`src/rtl/display_pkg.sv`:
```
`default_nettype none
// ============================================================================
//  Module      : display_pkg
//  Description : Shared types and default timing constants for the
//                multiplexed seven-segment display driver.
//  Revision    : 1.0 - initial release
// ============================================================================
package display_pkg;

  // Scan FSM: dead-time with all anodes off, then one digit lit.
  typedef enum logic [0:0] {
    BLANK = 1'b0,
    SHOW  = 1'b1
  } state_t;

  // Default timing constants (clk cycles).
  localparam int c_def_cycles_per_digit = 48000;
  localparam int c_def_blank_cycles     = 480;

endpackage : display_pkg
`default_nettype wire

```
`src/rtl/display_mux.sv`:
```
`default_nettype none
// ============================================================================
//  Module      : display_mux
//  Description : Time-multiplexed driver for NUM_DIGITS seven-segment digits.
//                Each digit is lit for CYCLES_PER_DIGIT cycles, separated by
//                BLANK_CYCLES of dead time. A new display value is accepted
//                only in the blank window ahead of digit 0, so every frame
//                shows one coherent value. Optional leading-zero blanking.
//  Revision    : 1.0 - initial release
// ============================================================================
module display_mux
  import display_pkg::*;
#(
  parameter int NUM_DIGITS       = 4,
  parameter int CYCLES_PER_DIGIT = c_def_cycles_per_digit,
  parameter int BLANK_CYCLES     = c_def_blank_cycles
) (
  input  logic                          clk,
  input  logic                          reset,
  input  logic                          load_valid,
  input  logic [4*NUM_DIGITS-1:0]       load_data,
  output logic                          load_ready,
  input  logic                          blank_lz,
  output logic [3:0]                    digit_hex,
  output logic [NUM_DIGITS-1:0]         anode_n,
  output logic [$clog2(NUM_DIGITS)-1:0] digit_idx
);

  localparam int c_idx_w   = $clog2(NUM_DIGITS);
  localparam int c_cnt_max = (CYCLES_PER_DIGIT > BLANK_CYCLES) ? CYCLES_PER_DIGIT : BLANK_CYCLES;
  localparam int c_cnt_w   = (c_cnt_max > 1) ? $clog2(c_cnt_max) : 1;

  localparam logic [c_cnt_w-1:0] c_blank_last = c_cnt_w'(BLANK_CYCLES - 1);
  localparam logic [c_cnt_w-1:0] c_show_last  = c_cnt_w'(CYCLES_PER_DIGIT - 1);
  localparam logic [c_idx_w-1:0] c_idx_last   = c_idx_w'(NUM_DIGITS - 1);

  state_t                  r_state;
  state_t                  w_state_nxt;
  logic [c_cnt_w-1:0]      r_cnt;
  logic [c_cnt_w-1:0]      w_cnt_nxt;
  logic [c_idx_w-1:0]      r_idx;
  logic [c_idx_w-1:0]      w_idx_nxt;
  logic [4*NUM_DIGITS-1:0] r_disp;
  logic [4*NUM_DIGITS-1:0] w_disp_nxt;

  logic                    w_ready;
  logic                    w_suppress;
  logic [3:0]              w_hex;
  logic [NUM_DIGITS-1:0]   w_anode_n;

  // A digit above 0 is a leading zero when it and every digit above it are 0.
  // Digit 0 is always shown so an all-zero value still reads "0".
  function automatic logic lz_suppressed(input logic [4*NUM_DIGITS-1:0] value,
                                         input logic [c_idx_w-1:0]      idx);
    logic upper_zero;
    upper_zero = 1'b1;
    for (int k = 0; k < NUM_DIGITS; k++) begin
      if ((k >= int'(idx)) && (value[4*k +: 4] != 4'h0)) begin
        upper_zero = 1'b0;
      end
    end
    return (idx != '0) && upper_zero;
  endfunction

  // Scan state, cycle counter, digit pointer and display register.
  always_ff @(posedge clk or posedge reset) begin
    if (reset) begin
      r_state <= BLANK;
      r_cnt   <= '0;
      r_idx   <= '0;
      r_disp  <= '0;
    end else begin
      r_state <= w_state_nxt;
      r_cnt   <= w_cnt_nxt;
      r_idx   <= w_idx_nxt;
      r_disp  <= w_disp_nxt;
    end
  end

  // Next-state logic: BLANK <-> SHOW with digit advance at the end of SHOW;
  // loads are taken only when the block is ready.
  always_comb begin
    w_state_nxt = r_state;
    w_cnt_nxt   = r_cnt + c_cnt_w'(1);
    w_idx_nxt   = r_idx;
    w_disp_nxt  = r_disp;

    if (load_valid && w_ready) begin
      w_disp_nxt = load_data;
    end

    case (r_state)
      BLANK: begin
        if (r_cnt == c_blank_last) begin
          w_state_nxt = SHOW;
          w_cnt_nxt   = '0;
        end
      end
      SHOW: begin
        if (r_cnt == c_show_last) begin
          w_state_nxt = BLANK;
          w_cnt_nxt   = '0;
          w_idx_nxt   = (r_idx == c_idx_last) ? '0 : (r_idx + c_idx_w'(1));
        end
      end
      default: begin
        w_state_nxt = BLANK;
        w_cnt_nxt   = '0;
      end
    endcase
  end

  // Ready window is the blank slot ahead of digit 0 (frame boundary).
  always_comb begin
    w_ready    = (r_state == BLANK) && (r_idx == '0);
    w_suppress = blank_lz && lz_suppressed(r_disp, r_idx);
  end

  // Nibble select; valid in BLANK too so the external decoder settles early.
  always_comb begin
    w_hex = 4'h0;
    for (int k = 0; k < NUM_DIGITS; k++) begin
      if (r_idx == c_idx_w'(k)) begin
        w_hex = r_disp[4*k +: 4];
      end
    end
  end

  // One-cold anode drive in SHOW only; a suppressed digit keeps all anodes off.
  always_comb begin
    w_anode_n = '1;
    if ((r_state == SHOW) && !w_suppress) begin
      for (int k = 0; k < NUM_DIGITS; k++) begin
        if (r_idx == c_idx_w'(k)) begin
          w_anode_n[k] = 1'b0;
        end
      end
    end
  end

  assign load_ready = w_ready;
  assign digit_hex  = w_hex;
  assign anode_n    = w_anode_n;
  assign digit_idx  = r_idx;

endmodule : display_mux
`default_nettype wire

```
`config.mk`:
```
export PLATFORM = sky130hd
export DESIGN_NAME = display_mux
export DESIGN_NICKNAME = d
export VERILOG_FILES = /design/src/rtl/display_pkg.sv /design/src/rtl/display_mux.sv
export SDC_FILE = /design/constraint.sdc
export NUM_CORES = 1
export LEC_CHECK = 0
export ABC_AREA = 1
export BUFFER_PORTS_ARGS = -buffer_cell sky130_fd_sc_hd__buf_4
export CAP_MARGIN = 20
export CORE_MARGIN = 3
export CORE_UTILIZATION = 53
export DETAILED_ROUTE_END_ITERATION = 8
export PLACE_DENSITY = 0.82
export SLEW_MARGIN = 20
export SYNTH_ARGS = -nofsm -noshare
export SYNTH_HDL_FRONTEND = slang
export SYNTH_SLANG_ARGS = --single-unit
```
`constraint.sdc`:
```
create_clock -name clk -period 2.5 [get_ports clk]
set_input_delay 0.375 -clock clk [delete_from_list [all_inputs] [get_ports clk]]
set_output_delay 0.375 -clock clk [all_outputs]
set_load 0.05 [all_outputs]
```
### After elaboration in Yosys (flattened, before gate mapping)

Index checks and enable logic that the tools add are counted.

* input bits: 20
* bits in registers: 35
* output and inout bits: 11
* word-level logic and storage cells: 51

* $lt $le $gt $ge: 3
* equality and inequality tests: 5
* reductions and logical operators: 16
* multiplexer cells: 20
* add/sub/neg operators: 2
* bitwise logic cells: 1

Operator list (number)
* 16-bit two-way mux: 2
* 16-bit one-hot mux with 2 select lines: 1
* 4-bit two-way mux: 5
* 16-bit by 1-bit adder with 16-bit output (second input constant): 1
* 16-bit == test (second input constant): 1
* 16-bit by 9-bit == test with 1-bit output (second input constant): 1
* 4-bit nonzero test: 4
* 1-bit two-way mux: 10
* 1-bit logical AND: 8
* 2-bit == test (second input constant): 2
* 1-bit by 2-bit greater-or-equal comparator with 1-bit output (first input constant): 2
* 2-bit by 1-bit adder with 2-bit output (second input constant): 1
* 2-bit by 1-bit == test with 1-bit output (second input constant): 1
* 2-bit greater-or-equal comparator (first input constant): 1
* 2-bit zero test: 1
* 2-bit two-way mux: 1
* 1-bit one-hot mux with 2 select lines: 1
* 2-bit AND reduction: 1
* 2-bit nonzero test: 1
* 1-bit zero test: 1
* 1-bit NOT: 1

### Logic depth before layout (Yosys ltp)

* word-level depth: 11
* gate-level depth with buffers: 10
* mapped depth without buffers: 9

### Worst setup path after synthesis

OpenSTA, ideal clock, no wires.

* kind: reg-to-output
* from: register r_idx[1], in the netlist digit_idx[1]
* to: output digit_hex[2]
* required time: 2.125 ns
* path buffers: 0
* setup slack: -0.044 ns
* arrival time: 2.169 ns
* stages on the path, launching flop included: 8
* path through: dfrtp_1 > inv_1 > ha_1 > inv_1 > nand3_1 > o21ai_0 > nand2_1 > a22oi_1

* longest elaborated chain between the ends: 5
* elaborated cells on any way between the ends: 8

RTL lines
* start: declaration: line display_mux.sv:41 `logic [c_idx_w-1:0] r_idx;`
* start signal: assignment: line display_mux.sv:75 `r_idx <= w_idx_nxt;`
* 2-bit zero test: line display_mux.sv:123 `if (r_idx == c_idx_w'(k)) begin`
* 4-bit two-way mux (3 in series): line display_mux.sv:123
* 4-bit two-way mux (*): line display_mux.sv:123
* end: declaration: line display_mux.sv:24 `output logic [3:0] digit_hex,`

Every way passes the cells marked *; elsewhere a longest branch is shown, timed or not.

### Final worst setup path

* from: register r_idx[0], in the netlist digit_idx[0]
* to: output anode_n[1]

* longest elaborated chain between the ends: 11
* elaborated cells on any way between the ends: 18

RTL lines
* 1-bit by 2-bit greater-or-equal comparator with 1-bit output: line display_mux.sv:58 `if ((k >= int'(idx)) && (value[4*k +: 4] != 4'h0)) begin`
* 1-bit logical AND: line display_mux.sv:58
* 1-bit two-way mux (4 in series): line display_mux.sv:58
* 1-bit logical AND: line display_mux.sv:62 `return (idx != '0) && upper_zero;`
* 1-bit logical AND: line display_mux.sv:116 `w_suppress = blank_lz && lz_suppressed(r_disp, r_idx);`
* 1-bit zero test: line display_mux.sv:132 `if ((r_state == SHOW) && !w_suppress) begin`
* 1-bit logical AND: line display_mux.sv:132
* 4-bit two-way mux (*): line display_mux.sv:132
* end: declaration: line display_mux.sv:25 `output logic [NUM_DIGITS-1:0] anode_n,`

Marked as above.

==> summary.md <==
| Metric | Value |
|---|---|
| Worst Slack Setup Final | 227.8 ps |
| Portion of the post-synthesis area used by sequential elements | 0.4397 |
| Leakage power summed over all cells | 1.129 nW |
| Largest stage delay, worst path | between 400 and 500 ps |
| Horiz. Die Dim | between 60 and 70 microns |
| Area leader, netlist | sky130_fd_sc_hd__dfrtp_1 |
| Post-CTS resize count | 0 |
| Instance count after placement with tap cells included | ~320 |
| DRC marker count from the first detailed-route iteration | between 100 and 150 |
| Number of vias per cell after detailed routing | 5.232 |
| Compound-Gate Fraction of Synth Area | 0.09736 |
| Buffering stage count on the worst path with inverters included | 3 |
| Global placement routability congestion | a little under 0.9 |
| Maximum number of pins on one net before global-route repair | 36 |
| Pins Over Slew Limit | 0 |
| Number of synthesized flops with an enable pin | 0 |
| Multi-input combinational cell area | 970.9 sq um |
| Most used cell, CP | sky130_fd_sc_hd__nand2_1 |
| Critical path's top delay family | simple AND/OR/NAND/NOR gates |
| Diodes inserted | 0 |
| CP Capture Type | primary output |
| Crit path DAT | between 1500 and 2000 ps |
| # Post-CTS Setup Buffers | 0 |
| Worst-case clock buffer depth | 2 |
| #FFs+latches synth | 35 |
| Sum of negative setup slack | 0 ps |
| Via total after detailed routing | roughly 1,700 |
| Clock tree from TritonCTS | built |
| Class of the tightest hold or removal check | input port to async pin |
| Depth of the worst register-to-register path | 6 |
| Place WS | 534.2 ps |
| Antenna viol nets, final | 0 |
| Unique cell type count in the Yosys netlist | 28 |
| Clk sink count | 35 |
| Wire length of the first global-routing pass | 7017 microns |
| Cell area after synthesis | between 1500 and 2000 sq um |
| Die Y | 67.31 microns |
| Number of non-filler instances in the completed layout | 332 |
| Iteration count of the initial detailed-routing pass | 4 |
| Clock transition time at the flip-flop clock pins of the worst setup and hold paths | 70 ps |
| CP Max Fanout | 7 |
| CTS HTree Levels | 2 |
| Run status | completed |
| Levels on crit path | 8 |
| Cell types occupying the most area after synthesis | sky130_fd_sc_hd__dfrtp_1, sky130_fd_sc_hd__nand2_1, sky130_fd_sc_hd__nor2_1 |
| HPWL after detailed placement | approximately 3400 microns |
| Final hold viol count | 0 |
| Cell type of the slowest stage on the worst timing path | sky130_fd_sc_hd__dfrtp_1 |
| Area growth syn-to-layout | 17.96% |
| Core ar. | around 3500 sq um |
| Inserted Clock Buffers | 5 |
| Most used standard cells in the synthesized netlist | sky130_fd_sc_hd__nand2_1, sky130_fd_sc_hd__dfrtp_1, sky130_fd_sc_hd__nor2_1 |
| YS warnings | 0 |
| Post-Synth Adder-Cell Area | 0.03769 |
| Share of flip-flops with an asynchronous set or reset after synthesis | 1.000 |
| Number of cell rows | 21 |
| Critical Path Start Type | flip-flop |
| Sequential cell area | 875.8 sq um |
| Post-route minimum period | 2272 ps |
| Maximum Capacitance Violations | 0 |
| Number of DRC violations after detailed routing | 0 |
| Setup Crit Path Kind | flip-flop to primary output |
| Slew headroom | 0.6786 |
| Filler Cell Count | roughly 300 |
| Mux share of post-synthesis cell area | 0.05088 |
| Antenna violations before repair | 0 |
| Post-synthesis cell count | 252 |
| Cell with the most instances after synthesis | sky130_fd_sc_hd__nand2_1 |
| WL/cell | approximately 13 microns |
| Parity-gate share of the synthesized area counting xor and xnor cells | 0.02198 |
| Syn Nets | roughly 280 |
| Simple-gate portion of the synthesized area | 0.2739 |
| Worst Path Required | ~2100 ps |
| Post-synth top area share | 0.4397 |
| Most used flip-flop cell after synthesis | sky130_fd_sc_hd__dfrtp_1 |
| Total of hold buffers inserted after clock tree synthesis | 0 |
| Drt total wl | roughly 4500 microns |
| Layout cells sized above 1 | 0.1853 |
| Total power | about 1.1 mW |
| Synthesized area per cell | roughly 7.9 sq um |
| Clk root buf | sky130_fd_sc_hd__clkbuf_8 |
| Post-Place Cell Area | 2268 sq um |
| Via count of the first global-routing pass | ~1,500 |
| Residual overflow from global routing | 0 |
| Count of final setup violators | 0 |
| Cells traversed along the worst timing path | inv_1, ha_1, inv_2, nand2_1, nor3_1, nand2_1, nand3_1, buf_4 |
| Setup Skew | 5.922 ps |
| Die area | roughly 4500 sq um |
| I/O Pins | 31 |
| Starting density of the core | 0.5743 |
| Maximum ir drop on the vdd rail | between 0.4 and 0.5 mV |
| I/O Buffers | 30 |
| RSZ-0062 raised after global routing | no |
| Transition time at the pin with the least slew margin | between 400 and 500 ps |
| Final Instance Area | 2350 sq um |
| Highest clock rate | 440.1 MHz |
| # nets final | ~310 |
| Main combinational cell family by area after synthesis | simple AND/OR/NAND/NOR gates |
| Clock latency on the worst-skew pair | approximately 280 ps |
| Tcrit/Tclk final | 0.9089 |
| GRT Overall Usage | 0.2070 |
| Ratio of total power to cell area | roughly 480 nW/um^2 |
path summary, 6_finish.rpt:
kind | slack [ps] | to | start
worst max-delay path | 230 | anode_n[1] | digit_idx[0]
worst min-delay path | 180 | r_disp[15] | reset
worst max register to register | 630 | r_disp[9] | digit_idx[0]
worst min register to register | 500 | r_disp[1] | r_disp[1]
max in group asynchronous | 2010 | r_disp[11] | reset
min in group clk | 300 | r_disp[4] | load_data[4]
routing by layer:
metal | vias up | GRT usage | part of all wire
li1 | 890 | - | -
met2 | 48 | 0.3067 | 0.46
met5 | - | 0 | 0
met3 | 5 | 0.05657 | 0.055
met4 | 0 | 0.04810 | 0.0072
met1 | 794 | 0.3005 | 0.48
registers in the layout, indices dropped and copies added, names as in the netlist:
| signal | flops |
|---|---|
| r_disp | 16 |
| r_cnt | 16 |
| digit_idx | 2 |
| r_state | 1 |
stage by stage:
step / util / hold slack (ps)
6_report: 0.6775 / 180.5
5_1_grt: 0.6775 / 211.0
4_1_cts: 0.6775 / 193.9
3_5_place_dp: 0.6540 / 493.6
3_3_place_gp: 0.6540 / 488.4
2_1_floorplan: - / 464.1
logic make-up (layout without fill, tap and decap cells):
logic type      Yosys count  in the layout
compound gates           35             35
flops                    35             35
buf+inv                  39             73
simple gates            123            123
fa+ha+maj                 6              6
mux                       9              9
xor+xnor                  5              5
worst reg2reg max path, stage by stage (launching register included):
cell	delay, ps
sky130_fd_sc_hd__dfrtp_1	460
sky130_fd_sc_hd__inv_1	110
sky130_fd_sc_hd__ha_1	270
sky130_fd_sc_hd__inv_2	110
sky130_fd_sc_hd__nor2_4	40
sky130_fd_sc_hd__nand2_2	370
sky130_fd_sc_hd__mux2_2	400
cells in the final DEF, fill, tap and decap left out, types with 2 or more instances in the layout:
cell	instances
sky130_fd_sc_hd__mux2_1	4
sky130_fd_sc_hd__nand2_2	2
sky130_fd_sc_hd__a22oi_1	2
sky130_fd_sc_hd__clkbuf_8	5
sky130_fd_sc_hd__o211ai_1	2
sky130_fd_sc_hd__inv_2	3
sky130_fd_sc_hd__nor2_4	3
sky130_fd_sc_hd__inv_1	29
sky130_fd_sc_hd__nor2_1	33
sky130_fd_sc_hd__xor2_1	4
sky130_fd_sc_hd__dfrtp_1	35
sky130_fd_sc_hd__clkbuf_1	2
sky130_fd_sc_hd__nand4_1	9
sky130_fd_sc_hd__o21ai_0	8
sky130_fd_sc_hd__a21oi_1	16
sky130_fd_sc_hd__mux2_2	5
sky130_fd_sc_hd__o21ai_1	3
sky130_fd_sc_hd__buf_4	32
sky130_fd_sc_hd__ha_1	6
sky130_fd_sc_hd__nand2_1	49
sky130_fd_sc_hd__nor3_1	3
sky130_fd_sc_hd__nand3_1	24
area by class of cell:
cell class,count,share of cell area
Clock buffer,7,0.03248
Timing Repair Buffer,32,0.1022
Inverter,33,0.05272
Clock inverter,1,0.002130
Multi-Input combinational cell,178,0.4132
Tap cell,46,0.02449
Sequential cell,35,0.3727
power breakdown:
| part | internal [mW] | switching (mW) |
|---|---|---|
| combinational | 0.0535 | 0.0726 |
| sequential | 0.591 | 0.0141 |
| clock | 0.195 | 0.190 |
Power figures use the tool's default switching activity.
